--- config.mk ---
export PLATFORM = sky130hd
export DESIGN_NAME = gb_timer
export DESIGN_NICKNAME = d
export VERILOG_FILES = /design/src/rtl/gb_timer_pkg.sv /design/src/rtl/gb_div_counter.sv /design/src/rtl/gb_timer.sv
export SDC_FILE = /design/constraint.sdc
export NUM_CORES = 1
export LEC_CHECK = 0
export CORE_MARGIN = 10
export CORE_UTILIZATION = 55
export DETAILED_ROUTE_END_ITERATION = 10
export MAX_ROUTING_LAYER = met4
export PLACE_DENSITY = 0.87
export SLEW_MARGIN = 20
export SYNTH_ARGS = -nofsm -noshare
export SYNTH_HDL_FRONTEND = slang
export SYNTH_SLANG_ARGS = --single-unit
--- constraint.sdc ---
create_clock -name clk_in -period 1.9 [get_ports clk_in]
set_input_delay 0.38 -clock clk_in [delete_from_list [all_inputs] [get_ports clk_in]]
set_output_delay 0.38 -clock clk_in [all_outputs]
set_load 0.02 [all_outputs]
--- src/rtl/gb_timer_pkg.sv ---
// Shared types and constants for the Game Boy DIV/TIMA/TMA/TAC timer.
package gb_timer_pkg;

  // CPU-visible register addresses.
  typedef enum logic [1:0] {
    ADDR_DIV  = 2'd0,
    ADDR_TIMA = 2'd1,
    ADDR_TMA  = 2'd2,
    ADDR_TAC  = 2'd3
  } reg_addr_e;

  // TIMA overflow handling state.
  typedef enum logic {
    ST_NORMAL = 1'b0,
    ST_OVF    = 1'b1
  } tim_state_e;

  // sys_cnt bit tapped for each TAC[1:0] clock select.
  localparam int TAP_IDX_00 = 9;
  localparam int TAP_IDX_01 = 3;
  localparam int TAP_IDX_10 = 5;
  localparam int TAP_IDX_11 = 7;

  // Unimplemented TAC bits read back as ones.
  localparam logic [4:0] TAC_RD_PAD = 5'b11111;

  // Ticks counted down after overflow before the reload tick.
  localparam logic [1:0] OVF_DELAY = 2'd3;

  // Selected tap bit of the system counter.
  function automatic logic tac_tap(input logic [15:0] cnt, input logic [1:0] sel);
    case (sel)
      2'b00:   return cnt[TAP_IDX_00];
      2'b01:   return cnt[TAP_IDX_01];
      2'b10:   return cnt[TAP_IDX_10];
      default: return cnt[TAP_IDX_11];
    endcase
  endfunction

endpackage

--- src/rtl/gb_div_counter.sv ---
// 16-bit free-running system counter behind DIV; clear has priority over tick.
module gb_div_counter (
  input  logic        clk_in,
  input  logic        rst_n_in,
  input  logic        tick_in,
  input  logic        clr_in,
  output logic [15:0] cnt_out
);

  logic [15:0] r_cnt;

  // Count one per T-cycle tick; a DIV write zeroes the counter instead.
  always_ff @(posedge clk_in or negedge rst_n_in) begin
    if (!rst_n_in) begin
      r_cnt <= 16'h0000;
    end else if (clr_in) begin
      r_cnt <= 16'h0000;
    end else if (tick_in) begin
      r_cnt <= r_cnt + 16'd1;
    end
  end

  assign cnt_out = r_cnt;

endmodule

--- src/rtl/gb_timer.sv ---
// Game Boy timer: DIV/TIMA/TMA/TAC registers, falling-edge TIMA clocking,
// delayed TMA reload after overflow and a one-cycle interrupt request.
module gb_timer
  import gb_timer_pkg::*;
#(
  parameter int TICK_HZ = 4_194_304
) (
  input  logic       clk_in,
  input  logic       rst_n_in,
  input  logic       tick_in,
  input  logic       wr_en_in,
  input  logic [1:0] addr_in,
  input  logic [7:0] wr_data_in,
  output logic [7:0] rd_data_out,
  output logic       irq_out
);

  // TICK_HZ is informational only; an empty guard block records that it must be positive.
  generate
    if (TICK_HZ <= 0) begin : g_bad_tick_rate
    end
  endgenerate

  logic [15:0] w_sys_cnt;
  logic        w_div_wr;
  logic        w_tima_wr;
  logic        w_tma_wr;
  logic        w_tac_wr;
  logic        w_inc;
  logic        w_inc_fall;
  logic [7:0]  w_tma_eff;

  logic [2:0]  r_tac;
  logic [7:0]  r_tima;
  logic [7:0]  r_tma;
  logic [1:0]  r_delay;
  logic        r_irq;
  logic        r_inc_prev;
  tim_state_e  r_state;

  logic [7:0]  w_tima_next;
  logic [1:0]  w_delay_next;
  logic        w_irq_next;
  tim_state_e  w_state_next;

  assign w_div_wr  = wr_en_in && (addr_in == ADDR_DIV);
  assign w_tima_wr = wr_en_in && (addr_in == ADDR_TIMA);
  assign w_tma_wr  = wr_en_in && (addr_in == ADDR_TMA);
  assign w_tac_wr  = wr_en_in && (addr_in == ADDR_TAC);

  gb_div_counter u_div (
    .clk_in  (clk_in),
    .rst_n_in(rst_n_in),
    .tick_in (tick_in),
    .clr_in  (w_div_wr),
    .cnt_out (w_sys_cnt)
  );

  // Increment source is evaluated from the current counter and TAC, so ticks,
  // DIV clears and TAC writes all produce falling edges the same way.
  assign w_inc      = r_tac[2] & tac_tap(w_sys_cnt, r_tac[1:0]);
  assign w_inc_fall = r_inc_prev & ~w_inc;

  // A TMA write landing on the reload cycle is forwarded into TIMA.
  assign w_tma_eff  = w_tma_wr ? wr_data_in : r_tma;

  // Plain registers: TAC, TMA and the edge-detect history (updated every clock).
  always_ff @(posedge clk_in or negedge rst_n_in) begin
    if (!rst_n_in) begin
      r_tac      <= 3'b000;
      r_tma      <= 8'h00;
      r_inc_prev <= 1'b0;
    end else begin
      if (w_tac_wr) r_tac <= wr_data_in[2:0];
      if (w_tma_wr) r_tma <= wr_data_in;
      r_inc_prev <= w_inc;
    end
  end

  // TIMA/overflow state register.
  always_ff @(posedge clk_in or negedge rst_n_in) begin
    if (!rst_n_in) begin
      r_state <= ST_NORMAL;
      r_tima  <= 8'h00;
      r_delay <= 2'd0;
      r_irq   <= 1'b0;
    end else begin
      r_state <= w_state_next;
      r_tima  <= w_tima_next;
      r_delay <= w_delay_next;
      r_irq   <= w_irq_next;
    end
  end

  // Next-state logic: count TIMA in NORMAL; in OVF hold TIMA at 0 (increments
  // are ignored) and reload from TMA on the tick after the delay runs out.
  always_comb begin
    w_state_next = r_state;
    w_tima_next  = r_tima;
    w_delay_next = r_delay;
    w_irq_next   = 1'b0;
    case (r_state)
      ST_NORMAL: begin
        if (w_tima_wr) begin
          w_tima_next = wr_data_in;
        end else if (w_inc_fall) begin
          if (r_tima == 8'hFF) begin
            w_tima_next  = 8'h00;
            w_delay_next = OVF_DELAY;
            w_state_next = ST_OVF;
          end else begin
            w_tima_next = r_tima + 8'd1;
          end
        end
      end
      ST_OVF: begin
        if (w_tima_wr) begin
          w_tima_next  = wr_data_in;
          w_delay_next = 2'd0;
          w_state_next = ST_NORMAL;
        end else if (tick_in) begin
          if (r_delay != 2'd0) begin
            w_delay_next = r_delay - 2'd1;
          end else begin
            w_tima_next  = w_tma_eff;
            w_irq_next   = 1'b1;
            w_state_next = ST_NORMAL;
          end
        end
      end
      default: w_state_next = ST_NORMAL;
    endcase
  end

  // Zero-latency register read mux.
  always_comb begin
    rd_data_out = 8'h00;
    case (addr_in)
      ADDR_DIV:  rd_data_out = w_sys_cnt[15:8];
      ADDR_TIMA: rd_data_out = r_tima;
      ADDR_TMA:  rd_data_out = r_tma;
      default:   rd_data_out = {TAC_RD_PAD, r_tac};
    endcase
  end

  assign irq_out = r_irq;

endmodule

# Word-level counts from Yosys, hierarchy flattened
# Index checks and enable logic that the tools add are counted.
word_totals:
  out_inout_bits: 9
  register_bits: 40
  word_cells: 68
  input_bits: 14
op_classes:
  addsub: 3
  eq_ne: 13
  n_reduce_logical: 10
  muxes: 30
  bitwise_logic: 4
ops:
  columns: ["op", "n"]
  rows:
  - ["two-way mux 8 bit", 7]
  - ["two-way mux 16 bit", 2]
  - ["one-hot mux 8 bit (3 select lines)", 1]
  - ["adder 16 x 1 -> 16 bit (second input constant)", 1]
  - ["one-hot mux 8 bit (2 select lines)", 1]
  - ["two-way mux 2 bit", 6]
  - ["two-way mux 1 bit", 10]
  - ["!= test 3 bit (second input constant)", 3]
  - ["adder 8 x 1 -> 8 bit (second input constant)", 1]
  - ["equality test 8 bit (second input constant)", 1]
  - ["equality test 2 bit (second input constant)", 3]
  - ["!= test 2 bit (second input constant)", 3]
  - ["AND reduction 5 bit", 1]
  - ["equality test 2 x 1 -> 1 bit (second input constant)", 2]
  - ["logical AND 1 bit", 4]
  - ["logical NOT 2 bit", 2]
  - ["one-hot mux 2 bit (2 select lines)", 1]
  - ["nonzero test 2 bit", 2]
  - ["!= test 3 x 2 -> 1 bit (second input constant)", 1]
  - ["one-hot mux 1 bit (3 select lines)", 1]
  - ["AND reduction 3 bit", 1]
  - ["AND 1 bit", 2]
  - ["inverter 1 bit", 2]
  - ["one-hot mux 1 bit (2 select lines)", 1]
  - ["subtractor 2 x 1 -> 2 bit (second input constant)", 1]

# Logic depth before layout (Yosys ltp)
logic_depth:
  ltp_word: 8
  ltp_mapped: 7
  mapped_depth_nobuf: 7

# By module
# Synthesis repeated with hierarchy kept, for this count alone.
unflattened:
  hier_cells: 272
  hier_area_um2: 2506.2
modules_own_cells:
  columns: ["module", "cells_per_inst", "seq_area_each_um2", "instances", "area_per_inst_um2"]
  rows:
  - ["gb_timer", 190, 600.6, 1, 1634.1]
  - ["gb_div_counter", 82, 400.4, 1, 872.1]

# Worst setup path before layout
# No wires, ideal clock.
synth_path:
  kind: "input -> output"
  startpoint: "input addr_in[0]"
  endpoint: "output rd_data_out[6]"
  t_arrival_ns: 1.386
  path_buffers: 2
  t_required_ns: 1.520
  stages: 4
  path_slack_ns: 0.134
  path_cell_list: "buf_2 -> buf_2 -> mux2_2 -> o22a_1"
synth_via:
  elab_chain_cells: 2
  word_cells_on_any_way: 4
  cone_classes: "eq/ne: 2; mux: 1; reduce/logical: 1"
synth_rtl:
  columns: ["item", "line", "rtl"]
  rows:
  - ["start, declared", "gb_timer.sv:12", "input logic [1:0] addr_in,"]
  - ["equality test 2 bit (tied with other cells)", "gb_timer.sv:138", "case (addr_in)"]
  - ["one-hot mux 8 bit (3 select lines) *", "gb_timer.sv:138", null]
  - ["end, declared", "gb_timer.sv:14", "output logic [7:0] rd_data_out,"]
# Every way passes the cells marked *; elsewhere a longest branch is shown, timed or not.

# Final worst setup path
layout_path:
  startpoint: "input addr_in[0]"
  endpoint: "output rd_data_out[2]"
# Same word-level chain as after synthesis.

==> metrics <==
status finished, final reports clean; Fin Hold WS 0.140 ns; Seq/Total Area, Yosys 41.8%; final cell count without fillers around 350; Layout fillers 274; Post-synth EDFFs 0; switching share of power a little under a third; Detailed Place HPWL roughly 4400 um; initial antenna violation count 0; largest net degree at the start of global routing 41; total CTS buffers 5; Clk Latency, worst-skew pair 0.29 ns; period utilization 98.1%; worst hold path class in -> async; RD Place Congestion 0.924; final hold vios 0; sequential cell area ~1000 um2; Mapped Area between 2000 and 2500 um2; Root Buffer clkbuf_8; die area 7390 um2; # DRC 0; share of cells above drive strength 1 about 31%; PD cells 919 nW/um2; Via density 6.12; Wirelength per Cell 18.8 um; total wire length 6630 um; Tmin final 1.86 ns; final core utilization 74.6%; flops & latches, synth 40; Sink Count 40; Rows 23; fin. max-slew vios 0; Fin Clk Skew 0.00706 ns; max-cap viol count 0; clock-pin slew on the worst setup and hold paths 0.07 ns; Placeable Area 4120 um2; Post-Syn Instances 240; YS warnings 0; Flop pwr share between 40% and 50%; GRT Total Usage between 10% and 20%; Int Power 1.92 mW; CP Max Fanout 6; Yosys cell types 60; first-pass GRT wire length around 11000 um; P_sw 0.902 mW; vias after detailed routing around 2.2k; # hold bufs at CTS 0; crit path launch type input port; combinational share of power 31.3%; Worst-Margin Slew 0.505 ns; placed cell count 341; CTS tree done; syn_nets around 260; Max Fclk 537 MHz; Clk pwr share 26.9%; Crit. End Element output pin; Final Setup Violations 0; required time of the critical path 1.52 ns; Initial Util 58.2%; Mean Syn Cell Area 9.98 um2; P_leak ~1.4 nW; I/O pins 23; Setup CP Type in -> out; CP arrival 1.48 ns; area growth from synthesis to layout 28.1%; DRT antenna net count 0; buffers added on ports 22; commonest non-fill, non-tap cell in the layout buf_4; Primary FF master, synth dfrtp_1; Die Y 86.0 um; GRT Residual Overflow 0; vias in the first global route between 2k and 2.5k; Max-slew headroom about two thirds; Pre-antenna DRT Iters 6; H-tree depth 2; Post-synth ARST share 100%; Multi-input gate area 1260 um2; RSZ-0062 raised after global routing false; Longest Clk Path Bufs 2; n_diodes 0; worst IR drop on VDD roughly 430 uV; most frequent cells in the layout buf_4 (41), dfrtp_1 (40), nor2_1 (27), nand2_1 (16); final net count 319; initial DRC count approximately 290; die width 86.0 um
worst max-delay path, stage by stage:
cell and delay [ns]:
buf_2 0.14, bufbuf_16 0.28, mux4_2 0.50, buf_2 0.18
layer usage:
| layer | track usage [%] | up-vias | wire length (um) | share of wire [%] |
|---|---|---|---|---|
| li1 | - | 990 | - | - |
| met1 | 21.8 | 1027 | 2710 | 41 |
| met2 | 31.4 | 114 | 3260 | 49 |
| met3 | 4.45 | 29 | 456 | 6.9 |
| met4 | 8.08 | 0 | 207 | 3.1 |
| met5 | - | - | 0 | 0 |
path summary, 6_finish.rpt:
kind                            startpoint                to  slack [ns]  cells past startpoint
worst min-delay path              rst_n_in  u_div.cnt_out[6]        0.14                      2
worst min register to register    r_tma[0]          r_tma[0]        0.54                      2
worst max-delay path            addr_in[0]    rd_data_out[2]        0.04                      4
max in group asynchronous         rst_n_in        r_delay[1]        1.41                      2
min in group clk_in               r_tma[0]          r_tma[0]        0.54                      2
worst max register to register   r_tima[0]        r_delay[1]        0.07                      6
through the flow:
stage | worst slack [ns] | setup TNS, ns | power [mW] | cell area [um2]
final | 0.0361 | 0 | 2.82 | 3070
after global routing | 0.00347 | 0 | 2.96 | 3070
after CTS | 0.0461 | 0 | 2.80 | 3070
after detailed placement | -0.622 | -9.63 | 2.04 | 2920
after global placement | -0.578 | -8.75 | 1.99 | 2920
after floorplan | 0.134 | 0 | 1.66 | 2390
sequential cells by signal, indices dropped and copies added (netlist names):
register / count
r_state: 1
u_div.cnt_out: 16
r_tma: 8
r_tima: 8
r_inc_prev: 1
r_tac: 3
r_delay: 2
irq_out: 1
kinds of logic (layout without fill, tap and decap cells):
group / after synthesis / after routing / share of synthesized area, %
flip-flops: 40 / 40 / 41.8
adder cells (fa/ha/maj): 3 / 3 / 1.57
AO/OA/AOI/OAI: 51 / 51 / 15.0
buffers and inverters: 24 / 87 / 6.01
XOR/XNOR: 14 / 14 / 5.12
AND/OR/NAND/NOR: 87 / 87 / 19.4
multiplexers: 21 / 21 / 11.1
what timing repair did:
item / in CTS / in global routing
pin swaps: 0 / 0
gates cloned: 1 / 0
endpoints found under the setup margin: 10 / 1
setup buffers: 3 / 0
resized for setup: 38 / 1
Yosys cell counts, types with 2 or more instances:
cell type	number	share of area (%)
buf_4	2	0.63
nand2_1	16	2.5
mux4_2	3	2.8
buf_6	2	0.94
clkbuf_8	2	1.1
a22oi_1	3	0.94
buf_2	5	1.0
a21oi_1	10	2.1
o21ai_0	7	1.5
nor2_1	27	4.2
a22o_1	4	1.5
o22a_1	6	2.2
xor2_1	9	3.3
nand4_1	4	1.0
dfrtp_1	40	42
mux2i_1	3	1.3
mux2_2	14	6.6
o21ai_1	4	0.84
o22ai_1	3	0.78
nor3_1	5	1.0
xnor2_1	5	1.8
ha_1	3	1.6
and3_1	3	0.78
inv_1	11	1.7
nand3_1	14	2.9
power groups by stage:
stage	logic, mW	clock network, mW	registers (mW)
2_1_floorplan	0.489	0	1.17
3_3_place_gp	0.828	0	1.17
3_5_place_dp	0.859	0	1.18
4_1_cts	0.869	0.772	1.16
5_1_grt	0.970	0.799	1.19
6_report	0.883	0.759	1.18
cell type report:
cell class	count	share of cell area [%]
clock buffers	7	3.14
clock inverters	1	0.979
inverters	12	1.63
multi-input cells	176	41.0
flip-flops and latches	40	32.6
well taps	50	2.04
repair buffers	67	18.6
Note: power is estimated with default switching activity, not from simulation.
